File: config.mk
export PLATFORM = sky130hd
export DESIGN_NAME = eq_fir_mac_flat
export DESIGN_NICKNAME = d
export VERILOG_FILES = /design/src/rtl/eq_fir_mac_pkg.sv /design/src/rtl/eq_fir_mac_if.sv /design/src/rtl/eq_fir_mac_coef_bank.sv /design/src/rtl/eq_fir_mac.sv /design/src/flat_wrapper.sv
export SDC_FILE = /design/constraint.sdc
export NUM_CORES = 1
export LEC_CHECK = 0
export ABC_AREA = 1
export CORE_MARGIN = 2
export CORE_UTILIZATION = 25
export DETAILED_ROUTE_END_ITERATION = 8
export PLACE_DENSITY = 0.47
export SYNTH_ARGS = -nofsm -noshare
export SYNTH_HDL_FRONTEND = slang
export SYNTH_SLANG_ARGS = --single-unit
export TNS_END_PERCENT = 1
File: constraint.sdc
create_clock -name clk -period 14.26 [get_ports clk]
set_clock_uncertainty 0.2 [all_clocks]
set_input_delay 2.139 -clock clk [delete_from_list [all_inputs] [get_ports clk]]
set_output_delay 2.139 -clock clk [all_outputs]
set_load 0.03 [all_outputs]
File: src/rtl/eq_fir_mac_pkg.sv
// Shared constants, FSM state type and sample/arithmetic helpers for the
// 16-tap pedal equalizer FIR stage.
package eq_pkg;

   localparam int N_TAPS = 16;
   localparam int COEF_W = 12;
   localparam int FRAC   = 10;
   localparam int ACC_W  = 24;
   localparam int IDX_W  = 4;
   localparam int PROD_W = 8 + COEF_W;

   // Unity gain in the coefficient format, and the half-LSB used for rounding.
   localparam logic signed [COEF_W-1:0] COEF_ONE   = 12'sd1024;
   localparam logic signed [ACC_W-1:0]  ROUND_HALF = 24'sd512;

   typedef enum logic [1:0] {
      IDLE = 2'd0,
      MAC  = 2'd1,
      DONE = 2'd2
   } state_e;

   // Offset-binary ADC code to two's complement.
   function automatic logic signed [7:0] off_to_s(input logic [7:0] t);
      return {~t[7], t[6:0]};
   endfunction

   // Two's complement back to offset-binary DAC code.
   function automatic logic [7:0] s_to_off(input logic signed [7:0] r);
      return {~r[7], r[6:0]};
   endfunction

   // Clamp a shifted accumulator value into the signed 8-bit range.
   function automatic logic signed [7:0] sat8(input logic signed [ACC_W-1:0] v);
      if (v > 24'sd127) begin
         return 8'sd127;
      end else if (v < -24'sd128) begin
         return 8'sh80;
      end else begin
         return v[7:0];
      end
   endfunction

endpackage

File: src/rtl/eq_fir_mac_if.sv
// Sample/coefficient/result bundle between the history shifter, host and FIR stage.
interface eq_fir_mac_if;
   import eq_pkg::*;

   logic                     in_valid;
   logic [7:0]               tap [N_TAPS];
   logic                     coef_we;
   logic [IDX_W-1:0]         coef_addr;
   logic signed [COEF_W-1:0] coef_data;
   logic [7:0]               dout;
   logic                     out_valid;
   logic                     busy;
   logic                     overrun;

   modport master (
      output in_valid, tap, coef_we, coef_addr, coef_data,
      input  dout, out_valid, busy, overrun
   );

   modport slave (
      input  in_valid, tap, coef_we, coef_addr, coef_data,
      output dout, out_valid, busy, overrun
   );

endinterface

File: src/rtl/eq_fir_mac_coef_bank.sv
// Double-buffered coefficient store: the host writes the staging bank at any
// time, the active bank is refreshed only when a frame is accepted.
module fir_coef_bank
   import eq_pkg::*;
(
   input  logic                     clk,
   input  logic                     reset,
   input  logic                     we_i,
   input  logic [IDX_W-1:0]         addr_i,
   input  logic signed [COEF_W-1:0] data_i,
   input  logic                     accept_i,
   input  logic [IDX_W-1:0]         rd_idx_i,
   output logic signed [COEF_W-1:0] c_act_o
);

   logic signed [COEF_W-1:0] stg_q [N_TAPS];
   logic signed [COEF_W-1:0] act_q [N_TAPS];

   // Staging bank: host write port, identity after reset.
   always_ff @(posedge clk) begin
      if (reset) begin
         for (int i = 0; i < N_TAPS; i++) begin
            stg_q[i] <= (i == 0) ? COEF_ONE : 12'sd0;
         end
      end else if (we_i) begin
         stg_q[addr_i] <= data_i;
      end
   end

   // Active bank: snapshot of staging on accept; a same-cycle write is forwarded.
   always_ff @(posedge clk) begin
      if (reset) begin
         for (int i = 0; i < N_TAPS; i++) begin
            act_q[i] <= (i == 0) ? COEF_ONE : 12'sd0;
         end
      end else if (accept_i) begin
         for (int i = 0; i < N_TAPS; i++) begin
            act_q[i] <= (we_i && (addr_i == 4'(i))) ? data_i : stg_q[i];
         end
      end
   end

   assign c_act_o = act_q[rd_idx_i];

endmodule

File: src/rtl/eq_fir_mac.sv
// Sequential 16-tap FIR: snapshot taps on in_valid, one MAC per clock,
// then round, saturate and emit one offset-binary sample.
module eq_fir_mac
   import eq_pkg::*;
(
   input  logic        clk,
   input  logic        reset,
   eq_fir_mac_if.slave bus
);

   state_e                   state_q;
   logic [IDX_W-1:0]         idx_q;
   logic signed [ACC_W-1:0]  acc_q;
   logic [7:0]               snap_q [N_TAPS];
   logic [7:0]               dout_q;
   logic                     out_valid_q;
   logic                     busy_q;
   logic                     overrun_q;

   logic                     accept_s;
   logic signed [COEF_W-1:0] c_act_s;
   logic signed [7:0]        samp_s;
   logic signed [PROD_W-1:0] samp_ext_s;
   logic signed [PROD_W-1:0] coef_ext_s;
   logic signed [PROD_W-1:0] prod_s;
   logic signed [ACC_W-1:0]  prod_ext_s;
   logic signed [ACC_W-1:0]  rnd_sum_s;
   logic signed [ACC_W-1:0]  shifted_s;
   logic [7:0]               dout_d;

   fir_coef_bank u_coef_bank (
      .clk      (clk),
      .reset    (reset),
      .we_i     (bus.coef_we),
      .addr_i   (bus.coef_addr),
      .data_i   (bus.coef_data),
      .accept_i (accept_s),
      .rd_idx_i (idx_q),
      .c_act_o  (c_act_s)
   );

   // A new frame is taken only when no accumulation is in flight.
   always_comb begin
      accept_s = 1'b0;
      if (bus.in_valid && ((state_q == IDLE) || (state_q == DONE))) begin
         accept_s = 1'b1;
      end else begin
         accept_s = 1'b0;
      end
   end

   // Product of the current tap and coefficient, plus the round/saturate of the final sum.
   always_comb begin
      samp_s     = off_to_s(snap_q[idx_q]);
      samp_ext_s = {{(PROD_W-8){samp_s[7]}}, samp_s};
      coef_ext_s = {{(PROD_W-COEF_W){c_act_s[COEF_W-1]}}, c_act_s};
      prod_s     = samp_ext_s * coef_ext_s;
      prod_ext_s = {{(ACC_W-PROD_W){prod_s[PROD_W-1]}}, prod_s};
      rnd_sum_s  = acc_q + ROUND_HALF;
      shifted_s  = rnd_sum_s >>> FRAC;
      dout_d     = s_to_off(sat8(shifted_s));
   end

   // Frame FSM with registered outputs; acceptance overrides the DONE->IDLE return.
   always_ff @(posedge clk) begin
      if (reset) begin
         state_q     <= IDLE;
         idx_q       <= 4'd0;
         acc_q       <= 24'sd0;
         dout_q      <= 8'h80;
         out_valid_q <= 1'b0;
         busy_q      <= 1'b0;
         overrun_q   <= 1'b0;
         for (int i = 0; i < N_TAPS; i++) begin
            snap_q[i] <= 8'h80;
         end
      end else begin
         out_valid_q <= 1'b0;
         if (bus.in_valid && (state_q == MAC)) begin
            overrun_q <= 1'b1;
         end
         case (state_q)
            IDLE: begin
               busy_q <= 1'b0;
            end
            MAC: begin
               acc_q <= acc_q + prod_ext_s;
               if (idx_q == 4'd15) begin
                  state_q <= DONE;
               end else begin
                  idx_q <= idx_q + 4'd1;
               end
            end
            DONE: begin
               dout_q      <= dout_d;
               out_valid_q <= 1'b1;
               busy_q      <= 1'b0;
               state_q     <= IDLE;
            end
            default: begin
               busy_q  <= 1'b0;
               state_q <= IDLE;
            end
         endcase
         if (accept_s) begin
            for (int i = 0; i < N_TAPS; i++) begin
               snap_q[i] <= bus.tap[i];
            end
            acc_q   <= 24'sd0;
            idx_q   <= 4'd0;
            busy_q  <= 1'b1;
            state_q <= MAC;
         end
      end
   end

   assign bus.dout      = dout_q;
   assign bus.out_valid = out_valid_q;
   assign bus.busy      = busy_q;
   assign bus.overrun   = overrun_q;

endmodule

File: src/flat_wrapper.sv
// flat-port wrapper written by rule: the top's interface ports become plain ports
module eq_fir_mac_flat import eq_pkg::*;
  (clk, reset, bus_in_valid, bus_tap, bus_coef_we, bus_coef_addr, bus_coef_data, bus_dout, bus_out_valid, bus_busy, bus_overrun);
  eq_fir_mac_if bus_i ();
  input  logic clk;
  input  logic reset;
  input wire logic [$bits(bus_i.in_valid)-1:0] bus_in_valid;
  input wire logic [$bits(bus_i.tap)-1:0] bus_tap;
  input wire logic [$bits(bus_i.coef_we)-1:0] bus_coef_we;
  input wire logic [$bits(bus_i.coef_addr)-1:0] bus_coef_addr;
  input wire logic [$bits(bus_i.coef_data)-1:0] bus_coef_data;
  output wire logic [$bits(bus_i.dout)-1:0] bus_dout;
  output wire logic [$bits(bus_i.out_valid)-1:0] bus_out_valid;
  output wire logic [$bits(bus_i.busy)-1:0] bus_busy;
  output wire logic [$bits(bus_i.overrun)-1:0] bus_overrun;
  assign bus_i.in_valid = bus_in_valid;
  assign bus_i.tap = {>>{bus_tap}};
  assign bus_i.coef_we = bus_coef_we;
  assign bus_i.coef_addr = bus_coef_addr;
  assign bus_i.coef_data = bus_coef_data;
  assign bus_dout = bus_i.dout;
  assign bus_out_valid = bus_i.out_valid;
  assign bus_busy = bus_i.busy;
  assign bus_overrun = bus_i.overrun;
  eq_fir_mac u_core (.clk(clk), .reset(reset), .bus(bus_i));
endmodule
==> flow_summary.toml <==
[synthesis]
avgSynthCellArea_um2 = 10.04
synth-main-ff-cell = "edfxtp_1"
synth.most_common_cell = "nor2_1"
synth_common_cells = "nor2_1 (542), edfxtp_1 (512), nand2_1 (387)"
synthDistinctLibCells = 48
syn-cell-area_um2 = 29480
synthCells = 2936
ys_seq_elements = 557
synth-async-reset-ratio_pct = 0
yosys_warnings = 0
synth_top_area_share_pct = 52.15
yosysSeqAreaShare_pct = 55.21
synth-edff-count = 512
synth_top_cell_by_area = "edfxtp_1"
syn_nets = 3256
synth_area_leaders = "edfxtp_1 (52%), fa_1 (7.9%), nor2_1 (6.9%)"

[cells_and_area]
seqCellArea_um2 = 16280
finalNetCount = 3356
fillers = 12070
final_util_pct = 29.77
layout-area-overhead-vs-synth_pct = 17.65
multi_input_area_um2 = 10960
drive_above_1_share_pct = 8.770
diodes = 0
stdcell_count = 4614

[die]
die_area_um2 = 120700
fp.coreArea_um2 = 116500
ios = 159
fp.dieH_um = 347.4
rows = 125
initial_core_util_pct = 25.30
fp.dieW_um = 347.4

[power_and_ir_drop]
power.leakage_nw = 14.15
p_per_area_nw_per_um2 = 159.9
peakVddDrop_v = 0.0001052

[place]
numPlacedInstances = 4490
io_buffers = 158
place.gp.congestion = 0.8312
hpwl_um = 62760

[clock_network]
clockBufferDepth = 3
worst_skew_pair.late_latency_ps = 640
post-cts-setup-buffers = 0
cts.sinks = 557
cts_buffers = 68
clk_pin_slew_ps = 50
htreeDepth = 3
ctsResizeCount = 0
holdBufCountCts = 0
tritoncts = "done"
cts_root_buffer = "clkbuf_16"

[critical_path]
worstRegToRegCells = 24
critPathMaxFanout = 65
cpMaxStageDelayCell = "buf_4"
max_stage_delay_ps = 710
crit_arrival_ps = 8210
required_ps = 14560
start_kind = "register"
worstSetupPathDepth = 24
critPathTopFamily = "adder cells"
path_cells = "inv_4 -> buf_4 -> buf_4 -> o21ai_0 -> o221ai_1 -> nand3_1 -> nand2_2 -> nand2_1 -> inv_1 -> fa_1 -> inv_1 -> fa_1 -> fa_1 -> inv_1 -> fa_1 -> ha_1 -> ha_1 -> nand2_1 -> nor4_1 -> nand4_1 -> nand3_1 -> nor2_1 -> o21ai_0 -> inv_1"
criticalPathCategory = "register to register"
end_kind = "register"
crit_buf_inv = 7

[sta]
fin_crit_sh_pct = 55.46
grt_setup_unrepaired = "no"
fmax_mhz = 126.5
worst_pin_slew_ps = 1068
hold_slack_ps = 271.1
hold_viol = 0
maxSlewHeadroom_pct = 28.79
period_needed_ps = 7908
finalSetupViolations = 0
drv_slew = 0
tns_ps = 0

[drt]
totalWireLength_um = 94650
via_per_inst = 4.693
wl_per_cell_um = 20.51
num_vias = 21650
drcViolationCount = 0
drt-initial-drc-count = 2044
dr.pass1.iters = 7
antenna_left = 0

[hold_path]
hp-class = "register to register"
whs_path_depth = 2

[global_route]
grt-ovfl-total = 0
use_met3_pct = 2.378
grt_first_pass_wirelength_um = 142600
grtUsageTotal_pct = 15.56
grt_max_degree = 89
top_usage_layer = "met2"
antenna_found_initial = 1
grt_pass1_vias = 22110
met1_usage_pct = 21.36
grtUsageMet2_pct = 25.61

[status]
outcome = "finished, final reports clean"

[job]
max-cap-violations = 0
worst min-delay path, cell delays in order (launching register included):
cell and delay [ps]:
dfxtp_1 310, nand2_1 60, a21oi_1 50
routing by layer:
metal / share of wire (%) / routed length, µm
met1: 45 / 42870
met4: 2.0 / 1910
met2: 47 / 44620
met3: 5.5 / 5253
met5: 0 / 0
cells by family (layout without fill, tap and decap cells):
| family | Yosys count | count (layout) | share of synthesized area (%) |
|---|---|---|---|
| simple gates | 1046 | 1046 | 14.07 |
| flops | 557 | 557 | 55.21 |
| buf+inv | 546 | 700 | 7.635 |
| fa+ha+maj | 172 | 172 | 10.25 |
| xor+xnor | 18 | 18 | 0.5603 |
| compound gates | 597 | 597 | 12.27 |
final cells by class:
| type | instances | share of cell area [%] |
|---|---|---|
| clock buffers | 83 | 5.253 |
| clock inverters | 41 | 1.079 |
| inverters | 373 | 4.087 |
| multi-input cells | 1833 | 31.61 |
| flip-flops and latches | 557 | 46.95 |
| well taps | 1524 | 5.498 |
| repair buffers | 203 | 5.527 |
layout by cell type, fill, tap and decap left out, types with 63 or more instances in the layout:
cell type,count
nand3_1,63
fa_1,116
clkbuf_16,71
nand2_1,386
inv_1,358
edfxtp_1,512
nor2_1,541
a21oi_1,165
clkdlybuf4s50_1,157
o21ai_0,226
a31o_2,72
path summary, 6_finish.rpt:
path              startpoint          endpoint  slack (ps)
max                 register  u_core.acc_q[22]        6350
min          u_core.acc_q[0]   u_core.acc_q[0]         270
min reg2reg  u_core.acc_q[0]   u_core.acc_q[0]         270
max reg2reg         register  u_core.acc_q[22]        6350
flip-flops by register name, indices dropped and copies added, names as in the netlist, named ones only:
register and cells:
u_core.acc_q 24, u_core.u_coef_bank.stg_q 192, u_core.bus.out_valid 1, u_core.idx_q 4
u_core.bus.dout 8, u_core.bus.busy 1, u_core.u_coef_bank.act_q 192, u_core.snap_q 128
u_core.bus.overrun 1, u_core.state_q 2
report_power, final:
part	switching, W	internal, W
registers	0.0000654	0.00193
logic	0.00117	0.000665
clock network	0.000739	0.000976
total	0.00198	0.00357
through the flow:
| step | setup slack, ps | area (µm²) | total power [W] |
|---|---|---|---|
| floorplan | 1911 | 29480 | 0.003342 |
| global placement | 6478 | 32490 | 0.003879 |
| detailed placement | 6367 | 32490 | 0.003868 |
| CTS | 6352 | 34680 | 0.005602 |
| global route | 5718 | 34680 | 0.005941 |
| finish | 6352 | 34680 | 0.005545 |
(Power assumes the default switching activity.)
